[config.mk]
export PLATFORM = sky130hd
export DESIGN_NAME = return_stack_flat
export DESIGN_NICKNAME = d
export VERILOG_FILES = /design/src/rtl/stack_pkg.sv /design/src/rtl/return_stack_if.sv /design/src/rtl/stack_ram.sv /design/src/rtl/return_stack.sv /design/src/flat_wrapper.sv
export SDC_FILE = /design/constraint.sdc
export NUM_CORES = 1
export LEC_CHECK = 0
export CAP_MARGIN = 20
export CORE_MARGIN = 5
export CORE_UTILIZATION = 51
export DETAILED_ROUTE_END_ITERATION = 10
export GPL_TIMING_DRIVEN = 0
export PLACE_DENSITY = 0.75
export SLEW_MARGIN = 20
export SYNTH_ARGS = -nofsm -noshare
export SYNTH_HDL_FRONTEND = slang
export SYNTH_SLANG_ARGS = --single-unit
[constraint.sdc]
create_clock -name clk -period 2.2 [get_ports clk]
set_input_delay 0.66 -clock clk [delete_from_list [all_inputs] [get_ports clk]]
set_output_delay 0.66 -clock clk [all_outputs]
set_load 0.005 [all_outputs]
[src/rtl/stack_pkg.sv]
// Shared definitions for the call/return path: op encoding, default geometry
// and the op decoder used by the return stack.
package stack_pkg;

    // Default geometry, shared with the call/return sequencer
    localparam int DEFAULT_DEPTH = 8;
    localparam int DEFAULT_WIDTH = 8;

    // Decoded stack operation
    localparam logic [1:0] OP_IDLE = 2'd0;
    localparam logic [1:0] OP_PUSH = 2'd1;
    localparam logic [1:0] OP_POP  = 2'd2;

    // Decode the sequencer strobes into a single op. Any combination that is
    // not exactly a clean push or a clean pop is treated as idle.
    function automatic logic [1:0] decode_op(
        input logic stack_en,
        input logic sp_p,
        input logic sp_n,
        input logic rw
    );
        logic [1:0] op;
        op = OP_IDLE;
        if (stack_en && sp_p && !sp_n && rw) begin
            op = OP_PUSH;
        end else if (stack_en && sp_n && !sp_p && !rw) begin
            op = OP_POP;
        end else begin
            op = OP_IDLE;
        end
        return op;
    endfunction

endpackage

[src/rtl/return_stack_if.sv]
// Bundle between the call/return sequencer (master) and the return stack
// (slave): access strobes, push data, popped data and status.
interface return_stack_if #(
    parameter int DEPTH = stack_pkg::DEFAULT_DEPTH,
    parameter int WIDTH = stack_pkg::DEFAULT_WIDTH
);
    localparam int SPW = $clog2(DEPTH) + 1;

    logic             Stack_EN;
    logic             SP_p;
    logic             SP_n;
    logic             RW;
    logic [WIDTH-1:0] din;
    logic [WIDTH-1:0] dout;
    logic             dout_valid;
    logic [SPW-1:0]   sp;
    logic             full;
    logic             empty;
    logic             overflow;
    logic             underflow;

    modport master (
        output Stack_EN, SP_p, SP_n, RW, din,
        input  dout, dout_valid, sp, full, empty, overflow, underflow
    );

    modport slave (
        input  Stack_EN, SP_p, SP_n, RW, din,
        output dout, dout_valid, sp, full, empty, overflow, underflow
    );

endinterface

[src/rtl/stack_ram.sv]
// DEPTH x WIDTH register file holding the return addresses.
// One synchronous write port, one asynchronous read port. Contents are
// deliberately not reset.
module stack_ram #(
    parameter int DEPTH = stack_pkg::DEFAULT_DEPTH,
    parameter int WIDTH = stack_pkg::DEFAULT_WIDTH,
    parameter int AW    = $clog2(DEPTH)
) (
    input  logic             clk,
    input  logic             we_i,
    input  logic [AW-1:0]    waddr_i,
    input  logic [WIDTH-1:0] wdata_i,
    input  logic [AW-1:0]    raddr_i,
    output logic [WIDTH-1:0] rdata_o
);

    logic [WIDTH-1:0] mem_q [DEPTH];

    // Synchronous write of one entry
    always_ff @(posedge clk) begin
        if (we_i) begin
            mem_q[waddr_i] <= wdata_i;
        end
    end

    // Asynchronous read of the top-of-stack entry
    always_comb begin
        rdata_o = mem_q[raddr_i];
    end

endmodule

[src/rtl/return_stack.sv]
// Hardware LIFO of return addresses sitting behind the call/return sequencer.
// Pushes on CALL, pops on RETURN with a one-cycle dout_valid pulse, and
// tracks occupancy, full/empty and sticky error flags.
// Optional feature: define RETURN_STACK_ERR_EN to build the sticky
// overflow/underflow flags; otherwise those outputs are tied low.
module return_stack
    import stack_pkg::*;
#(
    parameter int DEPTH = DEFAULT_DEPTH,
    parameter int WIDTH = DEFAULT_WIDTH
) (
    input logic          clk,
    input logic          rst,
    return_stack_if.slave bus
);

    localparam int             AW       = $clog2(DEPTH);
    localparam int             SPW      = AW + 1;
    localparam logic [SPW-1:0] SP_FULL  = SPW'(DEPTH);
    localparam logic [SPW-1:0] SP_ZERO  = SPW'(0);
    localparam logic [SPW-1:0] SP_ONE   = SPW'(1);
    localparam logic [AW-1:0]  ADDR_ONE = AW'(1);

    logic [1:0]       op_s;
    logic             full_s;
    logic             empty_s;
    logic             we_s;
    logic             ram_we_s;
    logic [AW-1:0]    waddr_s;
    logic [AW-1:0]    raddr_s;
    logic [WIDTH-1:0] rdata_s;

    logic [SPW-1:0]   sp_q;
    logic [SPW-1:0]   sp_d;
    logic [WIDTH-1:0] dout_q;
    logic [WIDTH-1:0] dout_d;
    logic             valid_q;
    logic             valid_d;

    // Op decode and occupancy status derived from the current pointer
    always_comb begin
        op_s    = decode_op(bus.Stack_EN, bus.SP_p, bus.SP_n, bus.RW);
        full_s  = (sp_q == SP_FULL);
        empty_s = (sp_q == SP_ZERO);
        waddr_s = sp_q[AW-1:0];
        raddr_s = sp_q[AW-1:0] - ADDR_ONE;
    end

    // Next pointer, dout and valid pulse; out-of-range ops are dropped
    always_comb begin
        sp_d    = sp_q;
        dout_d  = dout_q;
        valid_d = 1'b0;
        we_s    = 1'b0;
        case (op_s)
            OP_PUSH: begin
                if (!full_s) begin
                    we_s = 1'b1;
                    sp_d = sp_q + SP_ONE;
                end else begin
                    sp_d = sp_q;
                end
            end
            OP_POP: begin
                if (!empty_s) begin
                    dout_d  = rdata_s;
                    sp_d    = sp_q - SP_ONE;
                    valid_d = 1'b1;
                end else begin
                    dout_d = dout_q;
                end
            end
            default: begin
                sp_d    = sp_q;
                dout_d  = dout_q;
                valid_d = 1'b0;
            end
        endcase
    end

    // A push coinciding with reset must not leave a stray entry behind
    always_comb begin
        ram_we_s = we_s & ~rst;
    end

    // Pointer, popped data and valid pulse registers
    always_ff @(posedge clk or posedge rst) begin
        if (rst) begin
            sp_q    <= SP_ZERO;
            dout_q  <= {WIDTH{1'b0}};
            valid_q <= 1'b0;
        end else begin
            sp_q    <= sp_d;
            dout_q  <= dout_d;
            valid_q <= valid_d;
        end
    end

    stack_ram #(
        .DEPTH (DEPTH),
        .WIDTH (WIDTH),
        .AW    (AW)
    ) u_ram (
        .clk     (clk),
        .we_i    (ram_we_s),
        .waddr_i (waddr_s),
        .wdata_i (bus.din),
        .raddr_i (raddr_s),
        .rdata_o (rdata_s)
    );

`ifdef RETURN_STACK_ERR_EN
    logic ovf_q;
    logic ovf_d;
    logic unf_q;
    logic unf_d;

    // Sticky error flags: set on a dropped push or pop, cleared only by reset
    always_comb begin
        ovf_d = ovf_q;
        unf_d = unf_q;
        if ((op_s == OP_PUSH) && full_s) begin
            ovf_d = 1'b1;
        end else begin
            ovf_d = ovf_q;
        end
        if ((op_s == OP_POP) && empty_s) begin
            unf_d = 1'b1;
        end else begin
            unf_d = unf_q;
        end
    end

    // Error flag registers
    always_ff @(posedge clk or posedge rst) begin
        if (rst) begin
            ovf_q <= 1'b0;
            unf_q <= 1'b0;
        end else begin
            ovf_q <= ovf_d;
            unf_q <= unf_d;
        end
    end

    assign bus.overflow  = ovf_q;
    assign bus.underflow = unf_q;
`else
    assign bus.overflow  = 1'b0;
    assign bus.underflow = 1'b0;
`endif

    assign bus.sp         = sp_q;
    assign bus.full       = full_s;
    assign bus.empty      = empty_s;
    assign bus.dout       = dout_q;
    assign bus.dout_valid = valid_q;

endmodule

[src/flat_wrapper.sv]
// flat-port wrapper written by rule: the top's interface ports become plain ports
module return_stack_flat import stack_pkg::*;
#(
    parameter int DEPTH = DEFAULT_DEPTH,
    parameter int WIDTH = DEFAULT_WIDTH
)
  (clk, rst, bus_Stack_EN, bus_SP_p, bus_SP_n, bus_RW, bus_din, bus_dout, bus_dout_valid, bus_sp, bus_full, bus_empty, bus_overflow, bus_underflow);
  return_stack_if #(.DEPTH(DEPTH), .WIDTH(WIDTH)) bus_i ();
  input logic clk;
  input logic rst;
  input wire logic [$bits(bus_i.Stack_EN)-1:0] bus_Stack_EN;
  input wire logic [$bits(bus_i.SP_p)-1:0] bus_SP_p;
  input wire logic [$bits(bus_i.SP_n)-1:0] bus_SP_n;
  input wire logic [$bits(bus_i.RW)-1:0] bus_RW;
  input wire logic [$bits(bus_i.din)-1:0] bus_din;
  output wire logic [$bits(bus_i.dout)-1:0] bus_dout;
  output wire logic [$bits(bus_i.dout_valid)-1:0] bus_dout_valid;
  output wire logic [$bits(bus_i.sp)-1:0] bus_sp;
  output wire logic [$bits(bus_i.full)-1:0] bus_full;
  output wire logic [$bits(bus_i.empty)-1:0] bus_empty;
  output wire logic [$bits(bus_i.overflow)-1:0] bus_overflow;
  output wire logic [$bits(bus_i.underflow)-1:0] bus_underflow;
  assign bus_i.Stack_EN = bus_Stack_EN;
  assign bus_i.SP_p = bus_SP_p;
  assign bus_i.SP_n = bus_SP_n;
  assign bus_i.RW = bus_RW;
  assign bus_i.din = bus_din;
  assign bus_dout = bus_i.dout;
  assign bus_dout_valid = bus_i.dout_valid;
  assign bus_sp = bus_i.sp;
  assign bus_full = bus_i.full;
  assign bus_empty = bus_i.empty;
  assign bus_overflow = bus_i.overflow;
  assign bus_underflow = bus_i.underflow;
  return_stack #(.DEPTH(DEPTH), .WIDTH(WIDTH)) u_core (.clk(clk), .rst(rst), .bus(bus_i));
endmodule
# Word level (Yosys, flattened, before mapping)
# Memories as Yosys holds them, arrays and structs flattened. A register that Yosys moved wholly into a read port is not among the register bits.
# Index checks and enable logic that the tools add are counted.
dict set report word_totals {
  output_inout_bits 17
  latchBits 0
  ram_bits 64
  word_cells 38
  memories 1
  rom_bits 0
  inputBits 14
  register_bits 5
}
dict set report op_classes {
  add_sub_neg 3
  reduce_logical 13
  bitwise_logic 3
  order_cmp 0
  eq_ne 5
  shift 0
  n_div 0
  n_mul 0
  n_mux 11
}
# name words width read_ports rd_ports_with_merged_regs wr line_no
set mem_list {}
lappend mem_list {u_core.u_ram.mem_q 8 8 1 1 1 stack_ram.sv:17} ;# logic [WIDTH-1:0] mem_q [DEPTH];
# cell n
set ops {}
lappend ops {{$mux W4} 2}
lappend ops {{$pmux W4 S2} 1}
lappend ops {{$logic_and A1 B1 Y1} 6}
lappend ops {{$mux W1} 6}
lappend ops {{$add A4 B1 Y4 const B} 1}
lappend ops {{$eq A4 B4 Y1 const B} 1}
lappend ops {{$logic_not A4 Y1} 1}
lappend ops {{$mux W2} 2}
lappend ops {{$ne A2 B2 Y1 const B} 2}
lappend ops {{$sub A4 B1 Y4 const B} 1}
lappend ops {{$logic_not A1 Y1} 3}
lappend ops {{$reduce_and A3 Y1} 1}
lappend ops {{$sub A3 B1 Y3 const B} 1}
lappend ops {{$eq A2 B1 Y1 const B} 1}
lappend ops {{$eq A2 B2 Y1 const B} 1}
lappend ops {{$not A1 Y1} 2}
lappend ops {{$reduce_and A2 Y1} 1}
lappend ops {{$reduce_bool A2 Y1} 1}
lappend ops {{$and A1 B1 Y1} 1}

# Depth between registers and ports, before layout
dict set report logic_depth {
  word_depth 10
  depth_mapped 8
  ltp_nobuf 7
}

# Modules after synthesis
# From an unflattened synthesis, not the netlist that was laid out.
dict set report hier_totals {
  cells_unflattened 169
  hier_area_um2 3270.6
}
# module area_per_inst_um2 cells_per_inst seq_area_each_um2 n_inst
set modules_own_cells {}
lappend modules_own_cells {stack_ram 2531.2 106 1921.8 1}
lappend modules_own_cells {return_stack 739.5 63 325.3 1}

# Least setup slack after synthesis
# Ideal clock, no wire load.
dict set report synth_path {
  path_kind {flip-flop to flip-flop}
  startpoint {register u_core.sp_q[0] (netlist: u_core.bus.sp[0])}
  endpoint {memory u_core.u_ram.mem_q[1][0] (netlist name), enable pin}
  setup_ns 0.370
  path_stages_with_launch 7
  period_less_slack_ns 2.373
  slack_ns -0.173
  required_ns 1.830
  path_buffers 1
  arrival_time_ns 2.003
  path_cell_list {dfrtp_1 -> buf_2 -> inv_1 -> ha_1 -> and3b_4 -> or4_4 -> nor2_1}
}
dict set report synth_via {
  elab_chain_len 6
}
# item line_no
set synth_lines {}
lappend synth_lines {{start: declaration} return_stack.sv:33} ;# logic [SPW-1:0] sp_q;
lappend synth_lines {{start signal: assignment} return_stack.sv:93} ;# sp_q <= sp_d;
lappend synth_lines {{$eq A4 B4 Y1} return_stack.sv:43} ;# full_s = (sp_q == SP_FULL);
lappend synth_lines {{named net bus_full} flat_wrapper.sv:19} ;# output wire logic [$bits(bus_i.full)-1:0] bus_full;
lappend synth_lines {{$mux W1} return_stack.sv:57} ;# if (!full_s) begin
lappend synth_lines {{$mux W1} return_stack.sv:55} ;# case (op_s)
lappend synth_lines {{$and A1 B1 Y1} return_stack.sv:83} ;# ram_we_s = we_s & ~rst;
lappend synth_lines {{$mux W1} stack_ram.sv:21} ;# if (we_i) begin
lappend synth_lines {{$mux W1 (implied by the code)} stack_ram.sv:22} ;# mem_q[waddr_i] <= wdata_i;
lappend synth_lines {{end: declaration} stack_ram.sv:17}
# The timed path passes the listed nets, and every way through them passes these cells.

# Final worst setup path
dict set report layout_path {
  startpoint {register u_core.sp_q[0] (netlist: u_core.bus.sp[0])}
  endpoint {output port bus_full}
}
dict set report layout_via {
  elab_chain_len 1
}
# item line_no
set layout_lines {}
lappend layout_lines {{$eq A4 B4 Y1} return_stack.sv:43}
lappend layout_lines {{end: declaration} flat_wrapper.sv:19}
# Every way passes these cells.

==> impl.org <==
** Final layout
- Once layout is done, the placed cells without fillers occupy 4100 µm².
- Non-filler instance count after layout :: 339
- The layout has ~440 filler cells.
- Summing all flip-flop and latch instances after layout gives 2250 µm².
- Share of cells above drive strength 1 :: 36.3%
- # diodes :: 0
- The final layout contains approximately 280 nets.
- Compared with the post-synthesis result, the final layout area differs by 25.4%.
- The multi-input combinational cells in the finished layout cover a total of 1000 µm².

** Power and ir drop
- Total power after layout :: approximately 5300 µW
- The analysis attributes to cell leakage a power of approximately 0.0015 µW.
- Portion of total power attributed to combinational logic :: 45.9%
- The internal power of the cells totals 3520 µW.
- In this run, the clock network consumes 20.1% of the power.
- Portion of total power attributed to sequential cells :: 34.1%
- Switching component of the power :: 1740 µW
- IR analysis of the VDD net gives a maximum drop of 0.000598 V.
- In this run switching power makes up 33.0% of total power.
- Dividing total power by cell area gives a power density of 1280 nW/µm².

** Floorplan
- For this configuration, the core starts out at a cell density of 52.1%.
- Die Width :: 90.1 µm
- Core Area :: 6280 µm²
- Total Die Area :: 8110 µm²
- The die is about 90 µm tall.
- Row generation in the floorplan step produced 29 rows.
- Num ports :: 31

** Timing
- Setup violations remaining at the end of the flow were counted as 0.
- Worst Max-Slew Pin Slew :: 0.576 ns
- Worst rel slew slack :: 61.6%
- Crit path time final :: 2.16 ns
- The max-slew violation total from the final report is 0.
- Setup repair after global routing could not meet its margin everywhere.
- Total negative slack for setup checks :: 0 ns
- Total count of hold-check failures in the final report :: 0
- The worst path uses between 90% and 100% of the clock period.
- For the final database, setup skew stands at 0.00770 ns.
- Fmax :: 0.463 GHz

** Clock tree
- Clk Latency, worst-skew pair :: 0.34 ns
- CTS Sinks :: 77
- Clock Path Buffers :: 2
- For this design, the CTS-stage hold fixing added 0 buffers.
- Cell chosen for the clock root :: sky130_fd_sc_hd__clkbuf_8
- After clock tree synthesis, the clock-pin slew on the worst setup and hold paths is about 0.070 ns.
- In this run, CTS created clock tree buffers numbering 9.
- The H-tree generated during clock tree synthesis spans 3 levels.
- TritonCTS clock tree :: built

** Logic synthesis
- Of the total synthesized cell area, the portion taken by XOR and XNOR cells is 1.34%.
- After synthesis, flip-flops and latches occupy just under 70% of the total area.
- In the synthesized netlist the dominant register cell turns out to be sky130_fd_sc_hd__edfxtp_1.
- Counting flops with an async set or reset pin after synthesis yields a share of 16.9%.
- Combinational family with the most area after synthesis :: multiplexers
- Number of storage elements in the synthesis netlist :: 77
- Area fraction in and, or, nand and nor cells after synthesis :: 6.70%
- Average cell area after synthesis :: 16.3 µm²
- Yosys cell types :: 36
- EDFF count, synth :: 64
- Compound-gate portion of the synthesized area :: 6.51%
- The Yosys step of the flow raised 0 warnings.
- The cell area that synthesis handed to floorplanning was between 3000 and 4000 µm².
- Area share of fa/ha/maj cells after synthesis :: under 10%
- Post-synthesis mux area share :: 11.6%
- The cell count after synthesis came out at 201.

** Route
- Dividing the detail-routed wire length by the instance count gives 19.5 µm.
- Detailed routing inserted a total of 1907 vias.
- First-pass detailed-route iteration total :: 4
- Once detail routing completed, the nets flagged for antenna violations numbered 0.
- Detailed-route vias per instance :: ~5.6
- In the routed design, unresolved DRC markers number 0.
- The first routing iteration left approximately 100 violations.
- Wires add up to about 6600 µm.

** Setup path
- Arrival time worst endpoint :: 1.50 ns
- The worst setup path is launched from a flop.
- The worst setup path is captured at an output port.
- Required time reported for the critical path endpoint :: 1.54 ns
- Counting cells, the worst reg-to-reg path comes to 7.
- The worst setup path is of the flop to output port kind.
- Critical path fanouts, max :: 6

** Global route
- Via count of the first global-routing pass :: around 1800
- Wire length of the first global-routing pass :: 10300 µm
- Global routing consumed, over all layers together, 16.6% of the routing resources.
- The initial antenna violation count was 0.
- Maximum number of pins on one net before global-route repair :: 14
- Overflow after GRT :: 0

** Job
- Max-cap violations in this run came to 0.

** Min path
- The path class of the tightest hold or removal check is flop to flop.
- Along the worst hold path, the cell count comes to 2.

** Place
- Post-Place Cell Area :: 3670 µm²
- Buffers placed on the I/O ports in this run total 28.
- Gp weighted congestion :: 0.748
- Number of instances in the placed design :: slightly above 300
- Summed over all nets, the half-perimeter wirelength after detailed placement is 4050 µm.

** Status
- The run finished with clean final reports.
## worst max-delay path, stage by stage (launching register included)
cell                       delay, ns
sky130_fd_sc_hd__dfrtp_1        0.37
sky130_fd_sc_hd__buf_6          0.16
sky130_fd_sc_hd__clkinv_8       0.06
sky130_fd_sc_hd__ha_4           0.16
sky130_fd_sc_hd__buf_6          0.12
sky130_fd_sc_hd__and3b_4        0.17
sky130_fd_sc_hd__buf_2          0.13
## logic make-up after synthesis
| family | count (synthesis) |
|---|---|
| xor+xnor | 5 |
| simple gates | 35 |
| flops | 77 |
| other cells | 1 |
| fa+ha+maj | 4 |
| compound gates | 29 |
| buf+inv | 16 |
| mux | 34 |
## state kept, by name (all words and copies together) (netlist names)
register	flops
u_core.u_ram.mem_q	64
u_core.bus.dout_valid	1
u_core.bus.dout	8
u_core.bus.sp	4
## cell usage in the layout, fill, tap and decap left out, types with 2 or more instances in the layout
cell,count
sky130_fd_sc_hd__mux2_2,31
sky130_fd_sc_hd__clkdlybuf4s50_1,22
sky130_fd_sc_hd__inv_4,2
sky130_fd_sc_hd__clkbuf_2,2
sky130_fd_sc_hd__edfxtp_1,64
sky130_fd_sc_hd__nand2_2,2
sky130_fd_sc_hd__dfrtp_1,12
sky130_fd_sc_hd__mux2i_1,2
sky130_fd_sc_hd__clkbuf_1,4
sky130_fd_sc_hd__o22ai_1,16
sky130_fd_sc_hd__o31ai_1,7
sky130_fd_sc_hd__nand2_1,17
sky130_fd_sc_hd__inv_1,3
sky130_fd_sc_hd__xor2_1,3
sky130_fd_sc_hd__buf_2,2
sky130_fd_sc_hd__clkbuf_8,11
sky130_fd_sc_hd__dlymetal6s2s_1,3
sky130_fd_sc_hd__ha_1,2
sky130_fd_sc_hd__nor3_4,2
sky130_fd_sc_hd__buf_4,16
sky130_fd_sc_hd__xnor2_1,2
sky130_fd_sc_hd__buf_6,6
sky130_fd_sc_hd__nor2_4,6
sky130_fd_sc_hd__buf_12,2
sky130_fd_sc_hd__conb_1,2
## final timing paths
kind | from | to | slack (ns)
hold / removal | u_core.bus.dout[2] | u_core.bus.dout[2] | 0.49
max in group asynchronous | rst | u_core.bus.sp[1] | 1.04
hold reg to reg | u_core.bus.dout[2] | u_core.bus.dout[2] | 0.49
setup / recovery | u_core.bus.sp[0] | bus_full | 0.04
setup reg to reg | u_core.bus.sp[0] | u_core.u_ram.mem_q[2][3] | 0.05
min in group asynchronous | rst | u_core.bus.sp[0] | 0.76
## through the flow
stage | utilization, % | hold WS (ns) | setup WS [ns]
global placement | 58.4 | 0.463 | -0.920
finish | 65.3 | 0.493 | 0.0389
CTS | 63.7 | 0.498 | -0.106
global route | 65.3 | 0.537 | -0.0217
detailed placement | 58.5 | 0.482 | -0.656
floorplan | - | 0.470 | 0.00694
## cell usage after synthesis, types with 3 or more instances
| library cell | count | area share [%] |
|---|---|---|
| sky130_fd_sc_hd__o31ai_1 | 7 | 1.6 |
| sky130_fd_sc_hd__inv_1 | 5 | 0.57 |
| sky130_fd_sc_hd__mux2_2 | 31 | 11 |
| sky130_fd_sc_hd__buf_6 | 4 | 1.4 |
| sky130_fd_sc_hd__edfxtp_1 | 64 | 59 |
| sky130_fd_sc_hd__nand2_1 | 17 | 2.0 |
| sky130_fd_sc_hd__xor2_1 | 3 | 0.80 |
| sky130_fd_sc_hd__dfrtp_1 | 13 | 10 |
| sky130_fd_sc_hd__o22ai_1 | 16 | 3.1 |
| sky130_fd_sc_hd__buf_4 | 3 | 0.69 |
| sky130_fd_sc_hd__nor2_1 | 7 | 0.80 |
| sky130_fd_sc_hd__ha_1 | 3 | 1.1 |
## power groups by stage
stage / Combinational, µW / Sequential (µW) / Clock, µW
after floorplan: 1440 / 1820 / 0
after global placement: 2050 / 1820 / 0
after detailed placement: 2070 / 1820 / 0
after CTS: 2180 / 1810 / 1070
after global routing: 2590 / 1810 / 1130
final: 2410 / 1790 / 1060
## routing by layer
layer | vias up | part of all wire, % | GRT usage [%]
li1 | 877 | - | -
met1 | 958 | 44 | 23.4
met2 | 62 | 48 | 24.9
met3 | 10 | 5.5 | 5.09
met4 | 0 | 1.9 | 5.21
met5 | - | 0 | 0
## final cells by class
| cell class | count | area share (%) |
|---|---|---|
| Sequential cell | 77 | 54.8 |
| Multi-Input combinational cell | 109 | 24.5 |
| Timing Repair Buffer | 44 | 10.4 |
| Clock buffer | 15 | 4.06 |
| Tap cell | 77 | 2.35 |
| Buffer | 10 | 2.17 |
| Inverter | 6 | 0.977 |
| Clock inverter | 1 | 0.732 |
## repair_timing
| action | CTS | global route |
|---|---|---|
| buffers inserted | 5 | 11 |
| pin swaps | 5 | 2 |
| endpoints found under the setup margin | 70 | 71 |
| resized for setup | 23 | 11 |
Power figures use the tool's default switching activity.
